### src/rtl/systolic_skew_feeder_if.sv
`default_nettype none
// ============================================================================
// Module   : systolic_skew_feeder_if
// Purpose  : Tile-control, beat-handshake and skewed edge-lane bundle between
//            a tile source (master) and the systolic skew feeder (slave).
// Revision : 1.0 - initial release
// ============================================================================
interface systolic_skew_feeder_if #(
  parameter int N  = 4,
  parameter int KW = 16
);
  logic            start;
  logic [KW-1:0]   k_len;
  logic            s_valid;
  logic            s_ready;
  logic [N*8-1:0]  s_a;
  logic [N*8-1:0]  s_b;
  logic [N*8-1:0]  out_a;
  logic [N*8-1:0]  out_b;
  logic            process;
  logic            busy;
  logic            done;

  modport master (
    output start, k_len, s_valid, s_a, s_b,
    input  s_ready, out_a, out_b, process, busy, done
  );

  modport slave (
    input  start, k_len, s_valid, s_a, s_b,
    output s_ready, out_a, out_b, process, busy, done
  );
endinterface
`default_nettype wire

### src/rtl/systolic_skew_feeder.sv
`default_nettype none
// ============================================================================
// Module   : systolic_skew_feeder
// Purpose  : Edge stage for an NxN 8-bit MAC PE array. Accepts K beats of
//            A/B lane slices, applies triangular skew (lane i lags lane 0 by
//            i array steps), drives the array edge lanes plus the process
//            strobe, flushes 2N-2 zero steps and pulses done.
// Option   : SKEW_FEEDER_PERF_EN adds a 32-bit saturating stall_cnt output
//            counting LOAD cycles without a valid beat.
// Revision : 1.0 - initial release
// ============================================================================
module systolic_skew_feeder #(
  parameter int N  = 4,
  parameter int KW = 16
) (
  input  logic                  clk,
  input  logic                  rst,
  systolic_skew_feeder_if.slave bus
`ifdef SKEW_FEEDER_PERF_EN
  ,
  output logic [31:0]           stall_cnt
`endif
);

  // Triangular storage: lane i owns stages [i(i+1)/2 .. i(i+1)/2 + i]
  localparam int NS = N * (N + 1) / 2;
  // Flush counter wide enough to count 0 .. 2N-3
  localparam int FW = $clog2(2 * N);
  localparam logic [FW-1:0] FLUSH_LAST = FW'(2 * N - 3);

  typedef enum logic [1:0] {
    IDLE  = 2'd0,
    LOAD  = 2'd1,
    FLUSH = 2'd2,
    FIN   = 2'd3
  } state_t;

  state_t          state;
  state_t          state_next;
  logic [KW-1:0]   k_reg;
  logic [KW-1:0]   beat_cnt;
  logic [FW-1:0]   flush_cnt;
  logic            step;
  logic            accept;
  logic            start_ok;
  logic            ready;
  logic            process_q;
  logic [7:0]      stg_a [NS];
  logic [7:0]      stg_b [NS];
  logic [N*8-1:0]  edge_a;
  logic [N*8-1:0]  edge_b;

  // State register; async active-low reset forces IDLE mid-tile too
  always_ff @(posedge clk or negedge rst) begin
    if (!rst) begin
      state <= IDLE;
    end else begin
      state <= state_next;
    end
  end

  // Next-state decode plus the per-cycle step/accept/ready strobes
  always_comb begin
    state_next = state;
    ready      = 1'b0;
    accept     = 1'b0;
    step       = 1'b0;
    start_ok   = 1'b0;
    case (state)
      IDLE: begin
        if (bus.start) begin
          start_ok   = 1'b1;
          // A zero-length tile skips straight to the done cycle
          state_next = (bus.k_len != '0) ? LOAD : FIN;
        end
      end
      LOAD: begin
        ready = 1'b1;
        if (bus.s_valid) begin
          accept = 1'b1;
          step   = 1'b1;
          if (beat_cnt == k_reg - KW'(1)) begin
            state_next = FLUSH;
          end
        end
      end
      FLUSH: begin
        step = 1'b1;
        if (flush_cnt == FLUSH_LAST) begin
          state_next = FIN;
        end
      end
      FIN: begin
        state_next = IDLE;
      end
      default: begin
        state_next = IDLE;
      end
    endcase
  end

  // Tile length latch, beat counter and flush step counter
  always_ff @(posedge clk or negedge rst) begin
    if (!rst) begin
      k_reg     <= '0;
      beat_cnt  <= '0;
      flush_cnt <= '0;
    end else begin
      if (start_ok) begin
        k_reg    <= bus.k_len;
        beat_cnt <= '0;
      end else if (accept) begin
        // Tops out at K, which always fits in KW bits
        beat_cnt <= beat_cnt + KW'(1);
      end
      if (state == FLUSH) begin
        flush_cnt <= flush_cnt + FW'(1);
      end else begin
        flush_cnt <= '0;
      end
    end
  end

  // Process strobe lags the step by one cycle, matching the skew outputs
  always_ff @(posedge clk or negedge rst) begin
    if (!rst) begin
      process_q <= 1'b0;
    end else begin
      process_q <= step;
    end
  end

  // Skew shift registers: every lane advances only on a step; FLUSH injects 0
  always_ff @(posedge clk or negedge rst) begin
    if (!rst) begin
      for (int s = 0; s < NS; s++) begin
        stg_a[s] <= '0;
        stg_b[s] <= '0;
      end
    end else if (step) begin
      for (int i = 0; i < N; i++) begin
        for (int j = i; j > 0; j--) begin
          stg_a[i * (i + 1) / 2 + j] <= stg_a[i * (i + 1) / 2 + j - 1];
          stg_b[i * (i + 1) / 2 + j] <= stg_b[i * (i + 1) / 2 + j - 1];
        end
        stg_a[i * (i + 1) / 2] <= accept ? bus.s_a[8 * i +: 8] : 8'h00;
        stg_b[i * (i + 1) / 2] <= accept ? bus.s_b[8 * i +: 8] : 8'h00;
      end
    end
  end

  // Last stage of each lane is that lane's array edge input
  always_comb begin
    edge_a = '0;
    edge_b = '0;
    for (int i = 0; i < N; i++) begin
      edge_a[8 * i +: 8] = stg_a[i * (i + 1) / 2 + i];
      edge_b[8 * i +: 8] = stg_b[i * (i + 1) / 2 + i];
    end
  end

  assign bus.out_a   = edge_a;
  assign bus.out_b   = edge_b;
  assign bus.process = process_q;
  assign bus.s_ready = ready;
  assign bus.busy    = (state != IDLE);
  // FIN always follows the last step, so done lines up with the last process
  assign bus.done    = (state == FIN);

`ifdef SKEW_FEEDER_PERF_EN
  // Saturating count of LOAD cycles spent waiting for a beat
  always_ff @(posedge clk or negedge rst) begin
    if (!rst) begin
      stall_cnt <= '0;
    end else if (start_ok) begin
      stall_cnt <= '0;
    end else if ((state == LOAD) && !bus.s_valid && (stall_cnt != '1)) begin
      stall_cnt <= stall_cnt + 32'd1;
    end
  end
`else
  // Stall counter not present in this build
`endif

endmodule
`default_nettype wire

### src/flat_wrapper.sv
// flat-port wrapper written by rule: the top's interface ports become plain ports
module systolic_skew_feeder_flat 
#(
  parameter int N  = 4,
  parameter int KW = 16
)
  (clk, rst, bus_start, bus_k_len, bus_s_valid, bus_s_a, bus_s_b, bus_s_ready, bus_out_a, bus_out_b, bus_process, bus_busy, bus_done);
  systolic_skew_feeder_if #(.N(N), .KW(KW)) bus_i ();
  input  logic clk;
  input  logic rst;
  input wire logic [$bits(bus_i.start)-1:0] bus_start;
  input wire logic [$bits(bus_i.k_len)-1:0] bus_k_len;
  input wire logic [$bits(bus_i.s_valid)-1:0] bus_s_valid;
  input wire logic [$bits(bus_i.s_a)-1:0] bus_s_a;
  input wire logic [$bits(bus_i.s_b)-1:0] bus_s_b;
  output wire logic [$bits(bus_i.s_ready)-1:0] bus_s_ready;
  output wire logic [$bits(bus_i.out_a)-1:0] bus_out_a;
  output wire logic [$bits(bus_i.out_b)-1:0] bus_out_b;
  output wire logic [$bits(bus_i.process)-1:0] bus_process;
  output wire logic [$bits(bus_i.busy)-1:0] bus_busy;
  output wire logic [$bits(bus_i.done)-1:0] bus_done;
  assign bus_i.start = bus_start;
  assign bus_i.k_len = bus_k_len;
  assign bus_i.s_valid = bus_s_valid;
  assign bus_i.s_a = bus_s_a;
  assign bus_i.s_b = bus_s_b;
  assign bus_s_ready = bus_i.s_ready;
  assign bus_out_a = bus_i.out_a;
  assign bus_out_b = bus_i.out_b;
  assign bus_process = bus_i.process;
  assign bus_busy = bus_i.busy;
  assign bus_done = bus_i.done;
  systolic_skew_feeder #(.N(N), .KW(KW)) u_core (.clk(clk), .rst(rst), .bus(bus_i));
endmodule
### config.mk
export PLATFORM = sky130hd
export DESIGN_NAME = systolic_skew_feeder_flat
export DESIGN_NICKNAME = d
export VERILOG_FILES = /design/src/rtl/systolic_skew_feeder_if.sv /design/src/rtl/systolic_skew_feeder.sv /design/src/flat_wrapper.sv
export SDC_FILE = /design/constraint.sdc
export NUM_CORES = 1
export LEC_CHECK = 0
export CELL_PAD_IN_SITES_DETAIL_PLACEMENT = 1
export CELL_PAD_IN_SITES_GLOBAL_PLACEMENT = 2
export CORE_MARGIN = 2
export CORE_UTILIZATION = 35
export DETAILED_ROUTE_END_ITERATION = 6
export PLACE_DENSITY_LB_ADDON = 0.1
export SYNTH_ARGS = -nofsm -noshare
export SYNTH_HDL_FRONTEND = slang
export SYNTH_SLANG_ARGS = --single-unit
### constraint.sdc
create_clock -name clk -period 5.55 [get_ports clk]
set_input_delay 1.665 -clock clk [delete_from_list [all_inputs] [get_ports clk]]
set_output_delay 1.665 -clock clk [all_outputs]
set_load 0.05 [all_outputs]
**Yosys cells after proc, flatten, opt, wreduce, memory -nomap -nowiden**

Index checks and enable logic that the tools add are counted.

- Bits of input ports: 84
- Register bits: 198
- Output and inout bits: 68

- Mux-type cells: 23
- Reductions and logical operators: 5
- Add/subtract/negate cells: 3
- Eq/ne operators: 9

Operator list:

| cell | count |
|---|---|
| two-way mux 8 bit | 8 |
| two-way mux 16 bit | 2 |
| adder 16 x 1 -> 16 bit, second input constant | 1 |
| == test 16 bit | 1 |
| nonzero test 16 bit | 1 |
| subtractor 16 x 1 -> 16 bit, second input constant | 1 |
| two-way mux 2 bit | 5 |
| one-hot mux 2 bit (4 select lines) | 1 |
| two-way mux 1 bit | 5 |
| == test 2 bit, second input constant | 2 |
| inequality test 2 x 1 -> 1 bit, second input constant | 2 |
| inequality test 2 bit, second input constant | 2 |
| AND reduction 4 bit | 1 |
| nonzero test 2 bit | 2 |
| adder 3 x 1 -> 3 bit, second input constant | 1 |
| == test 3 bit, second input constant | 1 |
| two-way mux 3 bit | 1 |
| == test 2 x 1 -> 1 bit, second input constant | 1 |
| logical NOT 2 bit | 1 |
| one-hot mux 1 bit (2 select lines) | 1 |

**Longest topological paths before layout**

- Depth in word-level cells: 5
- Gate-level depth with buffers: 10

**Least setup slack after synthesis**

No wires, ideal clock.

- Kind: input-to-reg
- Start: input port bus_s_valid
- End: register u_core.stg_b[27] (netlist name)
- Cell stages on the path: 6
- Path buffers: 3
- Setup time: 0.066 ns
- Arrival time: 3.060 ns
- Slack: 2.424 ns
- Cell sequence: and2_1 clkbuf_1 o21ai_1 clkbuf_1 clkbuf_1 a22o_1

- Word-level cells in the longest chain between the ends: 3
- Elaborated cells between the ends (all ways): 4
- Those cells by class: mux (4)

Ends and longest elaborated chain:

| what | line | RTL |
|---|---|---|
| start, declared | flat_wrapper.sv:13 | `input wire logic [$bits(bus_i.s_valid)-1:0] bus_s_valid;` |
| two-way mux 1 bit (*) | systolic_skew_feeder.sv:79 | `if (bus.s_valid) begin` |
| two-way mux 1 bit | systolic_skew_feeder.sv:69 | `case (state)` |
| two-way mux 8 bit | systolic_skew_feeder.sv:147 | `stg_b[i * (i + 1) / 2] <= accept ? bus.s_b[8 * i +: 8] : 8'h00;` |
| end signal, assigned by index | systolic_skew_feeder.sv:144 | `stg_b[i * (i + 1) / 2 + j] <= stg_b[i * (i + 1) / 2 + j - 1];` |
| end signal, assigned by index | systolic_skew_feeder.sv:147 |  |
| end, declared | systolic_skew_feeder.sv:49 | `logic [7:0] stg_b [NS];` |

Mark *: on every way between the ends. The rest lies on a longest branch, timed or not.
A chain may end at the register's enable or synchronous reset.

**Worst setup path after layout**

- Start: input port bus_s_valid
- End: register u_core.stg_a[50] (netlist name)

- Word-level cells in the longest chain between the ends: 3
- Elaborated cells between the ends (all ways): 4
- Those cells by class: mux (4)

Ends and longest elaborated chain:

| what | line | RTL |
|---|---|---|
| two-way mux 1 bit (*) | systolic_skew_feeder.sv:79 |  |
| two-way mux 1 bit | systolic_skew_feeder.sv:69 |  |
| two-way mux 8 bit | systolic_skew_feeder.sv:146 | `stg_a[i * (i + 1) / 2] <= accept ? bus.s_a[8 * i +: 8] : 8'h00;` |
| end signal, assigned by index | systolic_skew_feeder.sv:143 | `stg_a[i * (i + 1) / 2 + j] <= stg_a[i * (i + 1) / 2 + j - 1];` |
| end signal, assigned by index | systolic_skew_feeder.sv:146 |  |
| end, declared | systolic_skew_feeder.sv:48 | `logic [7:0] stg_a [NS];` |

Marked as above.

==> impl_metrics.py <==
metrics = {
    "status": {
        "status": "finished clean",
    },
    "layout": {
        "seqCellArea_um2": 4950,
        "multiInputGateArea_um2": 2860,
        "post-route-util_pct": 43.4,
        "nets": 1027,
        "final.fill_count": 2691,
        "final_layout_size_suffix_gt1_share_pct": 4.86,
        "finalInstanceArea_um2": 10500,
        "biggestRegsByFlops": "u_core.stg_a: 48 flops, u_core.stg_b: 48 flops",
        "antenna-diode-count": 0,
        "post_layout_nonfiller_instances": 1271,
        "area.growth.synth_to_final_pct": 22.9,
    },
    "synth": {
        "synth.yosys.warnings": 0,
        "synth_cell_type_count": 38,
        "fraction_of_synthesis_flops_using_an_asynchronous_set_or_reset_pin_pct": 100,
        "ys_ff_latch": 198,
        "yosysSeqAreaShare_pct": 58.3,
        "synth_nets": 960,
        "syn-mean-instance-area_um2": 9.80,
        "synth-xor-area-share_pct": 3.92,
        "count_of_flip_flops_with_a_built_in_enable_after_synthesis": 0,
        "main_combinational_cell_family_by_area_after_synthesis": "simple AND/OR/NAND/NOR gates",
        "syn_area_um2": 8500,
        "synth_mux_area_share_pct": 0.471,
        "synth_fa_ha_area_share_pct": 1.32,
        "synthesized_area_fraction_occupied_by_ao_oa_aoi_and_oai_cells_pct": 8.08,
        "flip_flop_cell_with_the_highest_count_after_synthesis": "sky130_fd_sc_hd__dfrtp_1",
        "synth-simple-area-share_pct": 19.7,
        "synthesis.instances": 867,
    },
    "timing": {
        "finalSetupTns_ps": 0,
        "clock_skew_ps": 11.8,
        "fmax_mhz": 251,
        "unrepaired_setup_endpoints_after_global_routing": "no",
        "setup_viol": 0,
        "worst_rel_slew_slack_pct": 18.6,
        "hold_viol": 0,
        "tightestPinTransition_ps": 1220,
        "maxSlewViolCount": 0,
        "final.period_utilization_pct": 71.7,
        "layout_min_cycle_time_ps": 3980,
    },
    "drt": {
        "routed_wl_mm": 19.7,
        "detail_route.vias_per_cell": 4.70,
        "remaining_drc_errors": 0,
        "routed-wl-met2_mm": 8.98,
        "routed.top_layer": "met4",
        "met3RoutedLength_um": 843,
        "dr.pass1.iters": 4,
        "antenna_violating_nets_post_route": 0,
        "metal_1_wl_mm": 9.53,
        "detailedRoute.firstIterationViolations": 329,
        "route.vias.total": 5979,
        "detail_route.wl_per_cell_um": 15.5,
    },
    "setup_path": {
        "critical_path_peak_fanout": 81,
        "endpoint_kind": "flip-flop",
        "cp_data_required_time_ps": 5910,
        "worstSetupStartpointType": "input pin",
        "worstSetupPathType": "input pin to flip-flop",
        "critPathArrivalTime_ps": 4340,
    },
    "floorplan": {
        "die_w_um": 160,
        "die-area_um2": 25500,
        "floorplan.rows": 57,
        "ios": 152,
        "vertical_extent_of_the_die_um": 160,
        "core_region_area_um2": 24100,
        "effective_utilization_at_floorplan_pct": 35.3,
    },
    "placed_design": {
        "post_dp_cell_area_um2": 9830,
        "dp.cells": 1239,
        "dp.final_hpwl_mm": 13.0,
        "count_of_buffers_from_port_buffering": 151,
        "gpl.final_weighted_congestion": 0.791,
    },
    "global_routing": {
        "grt_max_degree": 131,
        "antenna_found_initial": 0,
        "via_count_of_the_first_global_routing_pass": 6474,
        "grt_use_total_pct": 16.2,
        "global_route_wire_length_before_repair_mm": 33.4,
        "grt-ovfl-total": 0,
    },
    "cts": {
        "clkLatencyLatePin_ps": 430,
        "cts_num_sinks": 198,
        "max-clock-path-buffers": 2,
        "cts_resized": 0,
        "post_cts_buffers": 0,
        "cts.hold.buffers_added": 0,
        "clockRootBuffer": "sky130_fd_sc_hd__clkbuf_16",
        "number_of_h_tree_branching_levels": 4,
        "cts_tree": "done",
        "clk_pin_slew_worst_paths_ps": 80,
        "cts-buffers-inserted": 17,
    },
    "pwr": {
        "post-layout-total-power_w": 0.00582,
        "worst_vdd_rail_ir_drop_mv": 0.259,
        "p_per_area_nw_per_um2": 557,
        "power_leakage_nw": 5.08,
    },
    "min_path": {
        "hold_path_class": "flip-flop to flip-flop",
    },
    "run": {
        "max_cap_viol_count": 0,
    },
}
## placed cells by master (no fill, tap or decap), drive strengths merged, types with 8 or more instances in the layout
master / count
a22o: 64
clkbuf: 18
clkdlybuf4s50: 150
clkinv: 8
dfrtp: 198
ha: 9
inv: 14
nand2: 344
nor2: 28
nor3: 8
nor4: 8
xnor2: 19
xor2: 19
## layout make-up
cell class / count / share of cell area (%)
clock buffers: 17 / 4.07
clock inverters: 15 / 1.82
inverters: 10 / 0.371
multi-input cells: 550 / 27.4
flip-flops and latches: 198 / 47.4
well taps: 324 / 3.88
repair buffers: 157 / 15.1
## synthesized netlist by cell type, types with 2 or more instances
| master | n | area [µm²] |
|---|---|---|
| sky130_fd_sc_hd__nor2b_1 | 2 | 12.5 |
| sky130_fd_sc_hd__o21ai_0 | 4 | 20.0 |
| sky130_fd_sc_hd__inv_1 | 9 | 33.8 |
| sky130_fd_sc_hd__buf_4 | 64 | 480 |
| sky130_fd_sc_hd__xnor2_1 | 19 | 166 |
| sky130_fd_sc_hd__a31oi_1 | 3 | 18.8 |
| sky130_fd_sc_hd__nand3b_1 | 3 | 22.5 |
| sky130_fd_sc_hd__nor4_1 | 6 | 37.5 |
| sky130_fd_sc_hd__nand2_1 | 343 | 1290 |
| sky130_fd_sc_hd__nand4_1 | 7 | 43.8 |
| sky130_fd_sc_hd__xor2_1 | 19 | 166 |
| sky130_fd_sc_hd__nor2_1 | 28 | 105 |
| sky130_fd_sc_hd__or3_1 | 2 | 12.5 |
| sky130_fd_sc_hd__and2_1 | 2 | 12.5 |
| sky130_fd_sc_hd__nand3_1 | 6 | 30.0 |
| sky130_fd_sc_hd__a21oi_1 | 6 | 30.0 |
| sky130_fd_sc_hd__dfrtp_1 | 198 | 4950 |
| sky130_fd_sc_hd__nor3_1 | 8 | 40.0 |
| sky130_fd_sc_hd__and3_1 | 3 | 18.8 |
| sky130_fd_sc_hd__ha_1 | 9 | 113 |
| sky130_fd_sc_hd__a22o_1 | 64 | 561 |
| sky130_fd_sc_hd__mux2i_1 | 4 | 40.0 |
| sky130_fd_sc_hd__buf_1 | 6 | 22.5 |
| sky130_fd_sc_hd__clkbuf_1 | 38 | 143 |
## critical path, stage by stage
cell	delay [ps]
sky130_fd_sc_hd__clkdlybuf4s50_1	460
sky130_fd_sc_hd__and2_1	280
sky130_fd_sc_hd__o21ai_4	170
sky130_fd_sc_hd__buf_4	660
sky130_fd_sc_hd__buf_4	750
sky130_fd_sc_hd__a22o_1	270
## power breakdown
part	leakage, nW	switching (W)	internal, W
logic	2.17	0.00152	0.000822
clock network	0.301	0.000602	0.000687
registers	2.61	0.000298	0.00189
total	5.08	0.00242	0.00340
## metal layers
layer / global-route usage, % / vias up
met3: 3.64 / 20
met2: 25.3 / 128
met4: 5.08 / 0
met1: 22.5 / 2968
li1: - / 2863
met5: 0 / -
## final timing paths
path | start | to | slack [ps] | cells past startpoint
max in group asynchronous | rst | u_core.stg_b[11]$_DFFE_PN0P_ | 3120 | 2
setup reg to reg | u_core.state[1]$_DFFE_PN0P_ | u_core.stg_a[50]$_DFFE_PN0P_ | 2560 | 7
setup / recovery | bus_s_valid | u_core.stg_a[50]$_DFFE_PN0P_ | 1570 | 6
hold reg to reg | u_core.stg_a[20]$_DFFE_PN0P_ | u_core.stg_a[12]$_DFFE_PN0P_ | 460 | 2
min in group asynchronous | rst | u_core.bus.out_b[21]$_DFFE_PN0P_ | 1380 | 1
hold / removal | u_core.stg_a[20]$_DFFE_PN0P_ | u_core.stg_a[12]$_DFFE_PN0P_ | 460 | 2
## cell families after synthesis
group / count (synthesis)
flip-flops: 198
buffers and inverters: 119
adder cells (fa/ha/maj): 9
AO/OA/AOI/OAI: 84
AND/OR/NAND/NOR: 415
multiplexers: 4
XOR/XNOR: 38
## per-stage QoR
stage	hold slack [ps]	setup slack [ps]
floorplan	437	2420
global placement	448	1170
detailed placement	453	1100
CTS	468	1560
global route	487	1350
finish	465	1570
(Power assumes the default switching activity.)
